==> config.mk <==
export PLATFORM = sky130hd
export DESIGN_NAME = imem_bridge
export DESIGN_NICKNAME = d
export VERILOG_FILES = /design/src/rtl/imem_bridge.sv
export SDC_FILE = /design/constraint.sdc
export NUM_CORES = 1
export LEC_CHECK = 0
export ABC_AREA = 1
export CAP_MARGIN = 5
export CORE_UTILIZATION = 35
export CTS_CLUSTER_DIAMETER = 80
export DETAILED_ROUTE_END_ITERATION = 8
export GPL_TIMING_DRIVEN = 1
export MAX_ROUTING_LAYER = met4
export PLACE_DENSITY = 0.76
export REMOVE_ABC_BUFFERS = 1
export SETUP_SLACK_MARGIN = 0.3
export SKIP_CTS_REPAIR_TIMING = 1
export SLEW_MARGIN = 15
export SYNTH_ARGS = -nofsm -noshare
export SYNTH_HDL_FRONTEND = slang
export SYNTH_SLANG_ARGS = --single-unit
==> constraint.sdc <==
create_clock -name clk -period 1.5 [get_ports clk]
set_input_delay 0.45 -clock clk [delete_from_list [all_inputs] [get_ports clk]]
set_output_delay 0.45 -clock clk [all_outputs]
set_load 0.05 [all_outputs]
==> src/rtl/imem_bridge.sv <==
// Instruction fetch bridge: one 64-bit doubleword fetch in flight, forwarded im_* -> bm_*; optional line buffer via IMEM_LINE_BUF_EN.
// Latency: miss = 3 cycles accept-to-response with a zero-wait bus; buffer hit = 1 cycle.
// Backpressure: im_req_ready low while a fetch is in flight; bm_req held until bm_req_ready; im_resp has no backpressure.
module imem_bridge #(
    parameter int          ADDR_WIDTH = 64,
    parameter logic [63:0] FAULT_DATA = 64'h00000013_00000013
) (
    input  logic                  clk,
    input  logic                  rst,
    input  logic [63:0]           im_req_addr,
    input  logic                  im_req_valid,
    output logic                  im_req_ready,
    output logic [63:0]           im_resp_rdata,
    output logic                  im_resp_valid,
    input  logic                  buf_inv,
    output logic [ADDR_WIDTH-1:0] bm_req_addr,
    output logic                  bm_req_valid,
    input  logic                  bm_req_ready,
    input  logic [63:0]           bm_resp_rdata,
    input  logic                  bm_resp_valid,
    input  logic                  bm_resp_err
);

`ifdef IMEM_LINE_BUF_EN
    typedef enum logic [2:0] {S_IDLE, S_REQ, S_WAIT, S_RESP, S_HIT} state_t;
`else
    typedef enum logic [1:0] {S_IDLE, S_REQ, S_WAIT, S_RESP} state_t;
`endif

    state_t                r_state;
    state_t                w_state_nxt;
    logic                  r_bm_req_vld;
    logic [ADDR_WIDTH-1:0] r_bm_req_addr;
    logic [63:0]           r_resp_rdata;
    logic                  w_can_accept;
    logic                  w_accept;
    logic                  w_hit;
    logic [63:0]           w_hit_dat;
    logic                  w_unused;

`ifdef IMEM_LINE_BUF_EN
    logic        r_buf_vld;
    logic [60:0] r_buf_tag;
    logic [63:0] r_buf_dat;
    logic [60:0] r_req_tag;

    // A same-cycle invalidate must not be bypassed by a hit on stale data.
    assign w_hit         = r_buf_vld && (r_buf_tag == im_req_addr[63:3]) && !buf_inv;
    assign w_hit_dat     = r_buf_dat;
    assign w_can_accept  = (r_state == S_IDLE) || (r_state == S_RESP) || (r_state == S_HIT);
    assign im_resp_valid = ((r_state == S_RESP) || (r_state == S_HIT)) && !rst;

    always_ff @(posedge clk) begin
        if (rst) begin
            r_buf_vld <= 1'b0;
            r_req_tag <= '0;
        end else begin
            if (w_accept) begin
                r_req_tag <= im_req_addr[63:3];
            end
            if ((r_state == S_WAIT) && bm_resp_valid) begin
                r_buf_vld <= !bm_resp_err;
                if (!bm_resp_err) begin
                    r_buf_tag <= r_req_tag;
                    r_buf_dat <= bm_resp_rdata;
                end
            end
            if (buf_inv) begin
                r_buf_vld <= 1'b0;
            end
        end
    end
`else
    assign w_hit         = 1'b0;
    assign w_hit_dat     = '0;
    assign w_can_accept  = (r_state == S_IDLE) || (r_state == S_RESP);
    assign im_resp_valid = (r_state == S_RESP) && !rst;
`endif

    assign im_req_ready  = w_can_accept && !rst;
    assign w_accept      = im_req_valid && im_req_ready;
    assign im_resp_rdata = r_resp_rdata;
    assign bm_req_valid  = r_bm_req_vld;
    assign bm_req_addr   = r_bm_req_addr;
    assign w_unused      = ^{im_req_addr, buf_inv};

    always_comb begin
        w_state_nxt = r_state;
        case (r_state)
            S_REQ: begin
                if (bm_req_ready) begin
                    w_state_nxt = S_WAIT;
                end
            end
            S_WAIT: begin
                if (bm_resp_valid) begin
                    w_state_nxt = S_RESP;
                end
            end
            default: begin
                w_state_nxt = w_accept ? S_REQ : S_IDLE;
`ifdef IMEM_LINE_BUF_EN
                if (w_accept && w_hit) begin
                    w_state_nxt = S_HIT;
                end
`endif
            end
        endcase
    end

    always_ff @(posedge clk) begin
        if (rst) begin
            r_state       <= S_IDLE;
            r_bm_req_vld  <= 1'b0;
            r_bm_req_addr <= '0;
            r_resp_rdata  <= '0;
        end else begin
            r_state <= w_state_nxt;
            if ((r_state == S_REQ) && bm_req_ready) begin
                r_bm_req_vld <= 1'b0;
            end
            if ((r_state == S_WAIT) && bm_resp_valid) begin
                r_resp_rdata <= bm_resp_err ? FAULT_DATA : bm_resp_rdata;
            end
            if (w_accept && w_hit) begin
                r_resp_rdata <= w_hit_dat;
            end
            if (w_accept && !w_hit) begin
                r_bm_req_vld  <= 1'b1;
                r_bm_req_addr <= {im_req_addr[ADDR_WIDTH-1:3], 3'b000};
            end
        end
    end

endmodule
# == After elaboration in Yosys (flattened, before gate mapping) ==
# Index checks and enable logic that the tools add are counted.
# word_totals
register_bits,128
latch_bits,0
ramBits,0
rom_bits,0
in_bits,135
output_inout_bits,131
wordCells,26
mem_count,0
# op_classes
add_sub_neg,0
mul,0
div_mod_pow,0
n_lt_le_gt_ge,0
eq_ne,5
shifts,0
mux,7
bitwise,0
reduce_logical,10
# op_table
operator,n
64-bit two-way mux,1
1-bit logical AND,5
"2-bit equality test, second input constant",2
2-bit two-way mux,2
"2-bit inequality test, second input constant",2
2-bit case mux with 2 select lines,1
1-bit two-way mux,3
"2-bit by 1-bit equality test with 1-bit output, second input constant",1
2-bit zero test,1
2-bit AND reduction,1
2-bit nonzero test,1
1-bit zero test,1
1-bit logical OR,1

# == Logic depth before layout (Yosys ltp) ==
# logic_depth
ltp_word,6
mapped_depth,7
ltp_nobuf,7

# == Worst setup path after synthesis ==
# OpenSTA, ideal clock, no wires.
# synth_path
kind,input-to-output
startpoint,input port rst
endpoint,output port im_resp_valid
arrival_ps,1474
required_ps,1050
slack_ps,-424
cell_stages,3
n_path_buf,2
cell_sequence,buf_4 > buf_2 > nor2_1
# synth_between
elab_chain_cells,2
# synth_lines
element,line_no,source
from (decl),9,"input logic rst,"
1-bit zero test,77,assign im_resp_valid = (r_state == S_RESP) && !rst;
1-bit logical AND,77,
to (decl),14,"output logic im_resp_valid,"
# No other way between the ends.

# == Final worst setup path ==
# layout_path
startpoint,register r_state[0]
endpoint,output port im_req_ready
# layout_between
elab_chain_cells,3
word_cells_on_any_way,4
classes_between,eq/ne (1); reduce/logical (3)
# layout_lines
element,line_no,source
from (decl),30,state_t r_state;
from (signal assigned),118,r_state <= w_state_nxt;
2-bit equality test / 2-bit zero test (equally long branches),76,assign w_can_accept = (r_state == S_IDLE) || (r_state == S_RESP);
1-bit logical OR (*),76,
1-bit logical AND (*),80,assign im_req_ready = w_can_accept && !rst;
to (decl),12,"output logic im_req_ready,"
# Every way passes the cells marked *; elsewhere a longest branch is shown, timed or not.

==> flow_summary.yaml <==
timing:
  fin_tns_setup_ns: -0.768
  hold_violations: 0
  rsz0062_at_grt: "yes"
  period_minus_slack_ns: 1.83
  finalWorstSetupSlack_ns: -0.331
  maxSlewViolCount: 0
  post-route-period-util: 1.22
  setup_viol_count_final: 8
  fin_skew_ns: 0.00953
  max_freq_ghz: 0.546
drt:
  drc: 0
  postRouteAntennaNets: 0
  wirelength_mm: 24.5
  vias: 5920
  wl_per_cell_um: 22.1
  drt_iter0_drc: 340
  viasPerCell: 5.34
  first_pass_iters: 5
power:
  power.share.clock: 0.256
  powerDensity_mw_per_mm2: 1480
  p_leak_nw: 4.61
  switching_share: 0.370
  internal_power_mw: 11.0
  seqPwrFrac: 0.267
  total_power_mw: 17.5
  pwr-share-comb: 0.476
  irDropWorstVdd_v: 0.00101
  p_sw_mw: 6.48
critical_path:
  arrival_ns: 1.38
  crit_path_max_fanout: 2
  crit_type: "reg2out"
  reg2reg_depth: 9
  ff2ff_setup_slack_ns: -0.10
  required_ns: 1.05
  crit_path_start_kind: "register"
  crit_path_end_kind: "primary output"
logic_synthesis:
  netlist-cell-type-count: 24
  synth_area_leader_cell: "dfxtp_1"
  synth.most_common_cell: "nand3_1"
  async_reset_ff_frac: 0
  ys_top_cells_by_count: "161 x nand3_1, 130 x nand2_1, 128 x dfxtp_1"
  synth-warning-count: 0
  yosysSeqAreaShare: 0.515
  synth.top_cells.by_area: "dfxtp_1 51%, nand3_1 16%, nand2_1 9.8%"
  syn_avg_cell_area_um2: 8.42
  synth_cells: 591
  synth_ff_type: "dfxtp_1"
  synth_top_area_share: 0.515
  synthesis.area_mm2: 0.00498
  synth_edf_count: 0
  ys_ff_latch: 128
global_route:
  gr-total-overflow: 0
  grt_pass1_wl_mm: 25.6
  grt_pass1_vias: 4955
  antenna_found_initial: 0
  grt_max_degree: 59
  grt_usage: 0.234
placement:
  io_buffers: 258
  gp_congestion: 0.765
  hpwl_mm: 11.7
  dp_slack_ns: -0.204
  dpl.cell_count: 1009
cells_and_area:
  final_util: 0.854
  antenna_cells: 0
  nFillCells: 586
  multiInputGateArea_mm2: 0.00294
  ff_latch_area_mm2: 0.00284
  fin_nets: 1053
  syn_to_final_growth_pct: 138
  final-instance-count-excl-fill: 1108
  drive_gt1_frac: 0.635
run:
  maxCapViolations: 0
floorplanning:
  ioPinCount: 266
  die_w_um: 121
  start_util: 0.359
  chipHeight_um: 121
  die_area_mm2: 0.0147
  core_mm2: 0.0139
  placementRows: 43
cts:
  clock-sinks: 128
  cts_tree: "done"
  clk_pin_slew_ns: 0.06
  cts-htree-levels: 4
  numCtsBuffers: 17
  cts_root_buffer: "clkbuf_16"
  cts.path.max_buffers: 2
  clk_latency_ns: 0.42
run_status:
  status: "finished, violations left"
  violations: "setup timing"
hold_path:
  hold_depth: 2
  hold_class: "reg2reg"
[final timing paths]
kind	end	from
max	im_req_ready	r_state[0]
min	bm_req_addr[50]	bm_req_addr[50]
max reg2reg	bm_req_addr[43]	r_state[0]
min reg2reg	bm_req_addr[50]	bm_req_addr[50]
[metal layers]
layer,up-vias,global-route usage,part of all wire
li1,2642,-,-
met1,2882,0.247,0.35
met2,322,0.384,0.51
met3,74,0.106,0.10
met4,0,0.0880,0.031
met5,-,-,0
[state kept, by name (all words and copies together) (netlist names)]
| name | count |
|---|---|
| im_resp_rdata | 64 |
| bm_req_addr | 61 |
| r_state | 2 |
| bm_req_valid | 1 |
[power groups by stage]
stage	logic (mW)	registers, mW	clock network, mW
after detailed placement	6.23	4.52	0
after global placement	6.19	4.49	0
after floorplan	1.19	5.90	0
after CTS	6.26	4.45	4.47
final	8.33	4.68	4.48
after global routing	8.61	4.73	4.70
[logic make-up (layout without fill, tap and decap cells)]
family | Yosys count | count (layout) | share of synthesized area
other cells | 1 | 3 | 0.000753
fa+ha+maj | 3 | 3 | 0.00754
buf+inv | 64 | 398 | 0.0759
compound gates | 64 | 64 | 0.0794
simple gates | 331 | 332 | 0.322
flops | 128 | 128 | 0.515
[stage by stage]
step                      hold WS [ns]  instance area, um2
after global routing             0.478               11900
after global placement           0.487                9120
after CTS                        0.499                9750
final                            0.466               11900
after floorplan                  0.512                4640
after detailed placement         0.491                9120
[cells in the final DEF (no fill, tap or decap), drive strengths merged]
cell type	instances
nor3	6
buf	213
inv	9
clkinvlp	3
clkdlybuf4s50	127
nand2	131
nor2	12
o21ai	6
dfxtp	128
a21oi	58
nand3	183
conb	3
dlymetal6s2s	1
bufinv	4
clkinv	3
clkbuf	38
ha	3
[final cells by class]
cell class	count	share of cell area
clock inverter	9	0.0132
timing repair inverter	1	0.00137
clock buffer	23	0.0395
inverter	9	0.00433
timing repair buffer	356	0.435
tap	180	0.0190
sequential	128	0.239
multi-input combinational	402	0.248
[critical path, cell delays in order (launching register included)]
cell	delay (ns)
dfxtp_2	0.33
inv_2	0.05
ha_4	0.26
inv_2	0.04
nor2_4	0.14
buf_12	0.15
Note: power is estimated with default switching activity, not from simulation.
